--- src/rtl/wb_port_arbiter.sv ---
// Register-file write-port arbiter: pipeline write-back vs. MUL/DIV results.
// Optional WB_ARB_PERF_EN adds stall-cycle and forced-grant performance counters.
module wb_port_arbiter #(
  parameter int unsigned MAX_WAIT = 4,
  parameter int unsigned XLEN     = 32
) (
  input  logic            clk,
  input  logic            reset,
  input  logic            stall_i,
  input  logic            pipe_valid_i,
  output logic            pipe_ready_o,
  input  logic [4:0]      pipe_rd_addr_i,
  input  logic [XLEN-1:0] pipe_rd_data_i,
  input  logic            md_valid_i,
  output logic            md_ready_o,
  input  logic [4:0]      md_rd_addr_i,
  input  logic [XLEN-1:0] md_rd_data_i,
  output logic            stall_o,
`ifdef WB_ARB_PERF_EN
  output logic [31:0]     perf_stall_cnt_o,
  output logic [15:0]     perf_force_cnt_o,
`endif
  output logic            rf_we_o,
  output logic [4:0]      rf_waddr_o,
  output logic [XLEN-1:0] rf_wdata_o
);

  localparam int unsigned WCW = $clog2(MAX_WAIT + 1);
  localparam logic [WCW-1:0] WAIT_MAX  = WCW'(MAX_WAIT);
  localparam logic [WCW-1:0] WAIT_LAST = WCW'(MAX_WAIT - 1);

  typedef enum logic {S_NORM, S_MD_FORCE} state_e;

  state_e            state_q, state_d;
  logic [WCW-1:0]    wait_cnt_q, wait_cnt_d;
  logic              rf_we_q, rf_we_d;
  logic [4:0]        rf_waddr_q, rf_waddr_d;
  logic [XLEN-1:0]   rf_wdata_q, rf_wdata_d;
  logic              pipe_ready, md_ready, stall;
  logic              xfer_pipe, xfer_md;

  always_comb begin
    state_d    = state_q;
    wait_cnt_d = wait_cnt_q;
    pipe_ready = 1'b0;
    md_ready   = 1'b0;
    stall      = 1'b0;
    if (!reset && !stall_i) begin
      case (state_q)
        S_NORM: begin
          if (pipe_valid_i) begin
            pipe_ready = 1'b1;
            if (md_valid_i) begin
              if (wait_cnt_q != WAIT_MAX) wait_cnt_d = wait_cnt_q + WCW'(1);
              if (wait_cnt_q == WAIT_LAST) state_d = S_MD_FORCE;
            end
          end else begin
            md_ready   = md_valid_i;
            wait_cnt_d = '0;
          end
        end
        S_MD_FORCE: begin
          // Leaves the force state whether or not md_valid_i is still up.
          md_ready   = 1'b1;
          stall      = pipe_valid_i;
          state_d    = S_NORM;
          wait_cnt_d = '0;
        end
        default: state_d = S_NORM;
      endcase
    end
  end

  assign xfer_pipe = pipe_ready & pipe_valid_i;
  assign xfer_md   = md_ready & md_valid_i;

  always_comb begin
    rf_waddr_d = rf_waddr_q;
    rf_wdata_d = rf_wdata_q;
    rf_we_d    = 1'b0;
    if (xfer_pipe && pipe_rd_addr_i != 5'd0) begin
      rf_we_d    = 1'b1;
      rf_waddr_d = pipe_rd_addr_i;
      rf_wdata_d = pipe_rd_data_i;
    end else if (xfer_md && md_rd_addr_i != 5'd0) begin
      rf_we_d    = 1'b1;
      rf_waddr_d = md_rd_addr_i;
      rf_wdata_d = md_rd_data_i;
    end
  end

  always_ff @(posedge clk) begin
    if (reset) begin
      state_q    <= S_NORM;
      wait_cnt_q <= '0;
      rf_we_q    <= 1'b0;
      rf_waddr_q <= '0;
      rf_wdata_q <= '0;
    end else begin
      state_q    <= state_d;
      wait_cnt_q <= wait_cnt_d;
      rf_we_q    <= rf_we_d;
      rf_waddr_q <= rf_waddr_d;
      rf_wdata_q <= rf_wdata_d;
    end
  end

`ifdef WB_ARB_PERF_EN
  logic [31:0] perf_stall_cnt_q;
  logic [15:0] perf_force_cnt_q;

  always_ff @(posedge clk) begin
    if (reset) begin
      perf_stall_cnt_q <= '0;
      perf_force_cnt_q <= '0;
    end else begin
      if (stall && perf_stall_cnt_q != 32'hFFFF_FFFF) perf_stall_cnt_q <= perf_stall_cnt_q + 32'd1;
      if (state_q == S_MD_FORCE && xfer_md) perf_force_cnt_q <= perf_force_cnt_q + 16'd1;
    end
  end

  assign perf_stall_cnt_o = perf_stall_cnt_q;
  assign perf_force_cnt_o = perf_force_cnt_q;
`endif

  assign pipe_ready_o = pipe_ready;
  assign md_ready_o   = md_ready;
  assign stall_o      = stall;
  assign rf_we_o      = rf_we_q;
  assign rf_waddr_o   = rf_waddr_q;
  assign rf_wdata_o   = rf_wdata_q;

endmodule

--- config.mk ---
export PLATFORM = sky130hd
export DESIGN_NAME = wb_port_arbiter
export DESIGN_NICKNAME = d
export VERILOG_FILES = /design/src/rtl/wb_port_arbiter.sv
export SDC_FILE = /design/constraint.sdc
export NUM_CORES = 1
export LEC_CHECK = 0
export BUFFER_PORTS_ARGS = -buffer_cell sky130_fd_sc_hd__buf_2
export CAP_MARGIN = 10
export CORE_MARGIN = 10
export CORE_UTILIZATION = 36
export CTS_CLUSTER_DIAMETER = 150
export DETAILED_ROUTE_END_ITERATION = 10
export PLACE_DENSITY = 0.74
export SLEW_MARGIN = 20
export SYNTH_ARGS = -nofsm -noshare
export SYNTH_HDL_FRONTEND = slang
export SYNTH_SLANG_ARGS = --single-unit
--- constraint.sdc ---
create_clock -name clk -period 1.9 [get_ports clk]
set_input_delay 0.38 -clock clk [delete_from_list [all_inputs] [get_ports clk]]
set_output_delay 0.38 -clock clk [all_outputs]
set_load 0.01 [all_outputs]
# [Yosys cells after proc, flatten, opt, wreduce, memory -nomap -nowiden]
# Cells that the tools add are included.
[word_totals] ff_bits=42 output_inout_bits=41
[classes] n_addsub=1 eq_ne=4 mux=22 n_bitwise=3 reduce_logical=9
[ops] op="$mux W32" n=2
[ops] op="$mux W1" n=12
[ops] op="$mux W5" n=2
[ops] op="$reduce_bool A5 Y1" n=2
[ops] op="$mux W3" n=3
[ops] op="$ne A3 B3 Y1 const B" n=3
[ops] op="$pmux W3 S2" n=1
[ops] op="$pmux W1 S2" n=2
[ops] op="$add A3 B1 Y3 const B" n=1
[ops] op="$eq A3 B2 Y1 const B" n=1
[ops] op="$logic_and A1 B1 Y1" n=3
[ops] op="$reduce_and A3 Y1" n=1
[ops] op="$and A1 B1 Y1" n=2
[ops] op="$logic_not A1 Y1" n=2
[ops] op="$reduce_bool A2 Y1" n=1
[ops] op="$not A1 Y1" n=1

# [Longest topological paths before layout]
[depth] depth_word=7 depth_mapped=7 mapped_depth_nobuf=6

# [Worst setup path before layout]
# OpenSTA, ideal clock, no wires.
[synth_path] path_type="input -> register" from="in pipe_rd_addr_i[0]" to="reg rf_wdata_q[15], in the netlist rf_wdata_o[15]" arrival_time_ps=1580 path_slack_ps=174 cell_stages=6 n_path_buf=2 path_cell_list="or4_4 > o21a_1 > buf_6 > buf_4 > a21oi_1 > a211oi_2"
[synth_between] elab_chain_cells=3
[synth_lines] item="start, declared" line_no="12" source="input logic [4:0] pipe_rd_addr_i,"
[synth_lines] item="$reduce_bool A5 Y1 (*)" line_no="81" source="if (xfer_pipe && pipe_rd_addr_i != 5'd0) begin"
[synth_lines] item="$logic_and A1 B1 Y1 (*)" line_no="81"
[synth_lines] item="$mux W32 or $reduce_bool A2 Y1 (tied branches)"
[synth_lines] item="end signal, assigned" line_no="104" source="rf_wdata_q <= rf_wdata_d;"
[synth_lines] item="end, declared" line_no="38" source="logic [XLEN-1:0] rf_wdata_q, rf_wdata_d;"
# Mark *: on every way between the ends. The rest lies on a longest branch, timed or not.
# A chain may end at the register's enable or synchronous reset.

# [Final worst setup path]
[layout_path] from="reg state_q" to="out pipe_ready_o"
[layout_between] elab_chain_cells=2
[layout_lines] item="start, declared" line_no="34" source="state_e state_q, state_d;"
[layout_lines] item="start signal, assigned" line_no="100" source="state_q <= state_d;"
[layout_lines] item="$mux W1" line_no="49" source="case (state_q)"
[layout_lines] item="$mux W1" line_no="48" source="if (!reset && !stall_i) begin"
[layout_lines] item="end, declared" line_no="11" source="output logic pipe_ready_o,"
# Every way passes these cells.

==> results.md <==
* Run status: finished clean
* Storage cell area at around 840 µm²
* Cell count after placement at 426
* Number of global-route vias before repair at 2234
* Share of layout cells above drive strength 1 at 45.3%
* Crit. Startpoint: state_q
* Area Overhead vs Synth at 37.1%
* Synthesis-stage register bit count at 42
* Post-Synthesis Net Count at ~330
* EDFF count, synth at 0
* Worst-case vdd ir drop at roughly 0.00039 V
* Largest stage delay, worst path at ~0.4 ns
* Post-detailed-route wirelength per cell at 15.6 µm
* Total internal power at between 1.5 and 2 mW
* Post-route clock period utilization at between 80% and 90%
* Total gr overflow at 0
* Antenna cells at 0
* CP arrival at about 1.3 ns
* # hold bufs at CTS at 0
* HPWL Detailed at 5.30 mm
* Post-cts resize count at 0
* Min-delay src: pipe_rd_data_i[4]
* Crit-path slowest cell: dfxtp_1
* Final Net Count at between 400 and 500
* Largest net degree at the start of global routing at 28
* Sequential share of the synthesized area at 40.0%
* Leakage power at 1.33 nW
* Clock sinks at 42
* RD Place Congestion at 0.785
* TritonRoute pass-1 iters at 4
* PD cells at ~760 mW/mm²
* Setup violators final at 0
* Die area at 0.00929 mm²
* TritonCTS Buffers at 5
* WHS at 0.368 ns
* Worst reg2reg path depth at 5
* CTS root buffer: clkbuf_8
* Core Box Area at between 0.005 and 0.006 mm²
* Max-Slew Margin vs Limit at 80.1%
* Hold Path Depth at 3
* Synth unique cells at 30
* Net switching share of the total power at 23.9%
* Mapped cell area at 0.00210 mm²
* Vias at 2154
* Initial antenna violation count at 0
* CTS tree: built
* Worst Setup Start Kind: register
* Sum Neg Setup Slack at 0 ns
* Die width at approximately 96 µm
* Combinational share of power at 16.5%
* Worst setup margin at roughly 0.2 ns
* Crit-path cells: nor4b_4 -> buf_4 -> buf_2
* Psw at 0.523 mW
* Fill count at 550
* Antenna-violating nets left at 0
* Asr flop ratio synth at 0%
* Met1 Track Usage GR at 15.5%
* Met2 Use GR at roughly 25%
* H-tree levels at 2
* Fin cells at ~430
* Commonest non-fill, non-tap cells in the layout: 119 x buf_2, 42 x dfxtp_1, 39 x nor2_1, 36 x a21oi_1, 36 x nand2_1
* Min Tclk post-route at 1.70 ns
* Avg Inst Size Synth at between 8 and 9 µm²
* Post CTS Setup Buffer Count at 0
* Main synth FF type: dfxtp_1
* Syn Inst Count at 243
* CP required at 1.52 ns
* I/O pins at 120
* CTS clk-pin slew, worst paths at ~0.09 ns
* Drt drc at 0
* Initial DRC count at 84
* Post-route clock skew at just over 0.007 ns
* Rows at 27
* CP endpoint kind: output port
* Area of the multi-input gates at ~0.0011 mm²
* Met3 Usage GRT at 4.39%
* Total of max-cap violations at 0
* I/O Buffers at 119
* DR vias/cell at 4.96
* Clk buf depth at 2
* Routed WL at 6.76 mm
* Die height at about 96 µm
* Worst skew pair latency at 0.29 ns
* Max Freq at 588 MHz
* First-pass GRT wire length at 10.6 mm
* RSZ-0062 raised after global routing: false
* Seq pwr share at 43.8%
* Most common cell after layout, fill and taps aside: buf_2
* Final hold viol count at 0
* Pre-CTS setup slack at 0.0210 ns
* Worst reg2reg startpoint: state_q
* Slew Limit Fails at 0
* Ys Warns at 0
* Total Power at 2.18 mW
* CP Max Fanout at 7
* Global Route Usage Sum at 14.2%
* Starting Density at about 38%
* Most Used Layer, Global Route: met2
* Crit path kind: reg2out
* Hold/Removal Path Class: in2reg
* Worst Max-Slew Pin Slew at 0.298 ns
* Power share of the clock group at 39.7%
## critical path: cells and delay by family (launching register included)
family                 cells  cell delay [ns]
buffers and inverters      2             0.31
flip-flops                 1             0.39
AND/OR/NAND/NOR            1             0.34
## sequential cells by signal (all words and copies together), names as in the netlist
signal / flops
rf_waddr_o: 5
wait_cnt_q: 3
rf_wdata_o: 32
state_q: 1
rf_we_o: 1
## stage by stage
step	instance area, µm²	utilization, %
2_1_floorplan	2100	-
3_3_place_gp	2740	49.1
3_5_place_dp	2740	49.1
4_1_cts	2880	51.7
5_1_grt	2880	51.7
6_report	2880	51.7
## metal layers
metal | vias to the layer above | wire length, µm
met5 | - | 0
met4 | 0 | 142
met3 | 11 | 633
met2 | 76 | 3430
met1 | 971 | 2550
li1 | 1096 | -
## Yosys cell counts, types with 2 or more instances
cell type  count  area share [%]
ha_1           3             1.8
nor3_1         8             1.9
nor2_1        39             7.0
clkbuf_1       4            0.71
buf_6          8             4.3
buf_2          2            0.48
a211oi_2      19              11
a2bb2oi_1      2            0.83
a211oi_1      13             4.6
a221oi_1       4             1.7
nand2_1       36             6.4
nand3_1        2            0.48
buf_4          6             2.1
a21oi_1       36             8.6
or4_4          2             1.1
dfxtp_1       42              40
inv_1          4            0.71
## power groups by stage
stage	Combinational [mW]	Sequential (mW)	Clock [mW]
after floorplan	0.168	1.00	0
after global placement	0.358	0.975	0
after detailed placement	0.364	0.976	0
after CTS	0.365	0.956	0.895
after global routing	0.399	0.962	0.932
final	0.361	0.956	0.868
## area by class of cell
class | count | area share [%]
Clock buffer | 6 | 2.87
Clock inverter | 2 | 2.09
Inverter | 4 | 0.521
Multi-Input combinational cell | 177 | 38.0
Sequential cell | 42 | 29.2
Tap cell | 72 | 3.13
Timing Repair Buffer | 131 | 24.2
## cell families (layout without fill, tap and decap cells)
kind of cell / Yosys count / count (layout) / synth area share, %
AOI/OAI and AO/OA: 79 / 79 / 29.1
adders and majority gates: 3 / 3 / 1.79
buffers and inverters: 24 / 143 / 8.34
DFF: 42 / 42 / 40.0
and+or+nand+nor: 95 / 95 / 20.7
## worst paths after layout
kind / end / slack, ns
setup / recovery: pipe_ready_o / 0.20
hold / removal: rf_wdata_o[4] / 0.37
setup reg to reg: rf_wdata_o[8] / 0.23
hold reg to reg: rf_wdata_o[2] / 0.46
No activity file was read; power rests on OpenSTA's default activity.
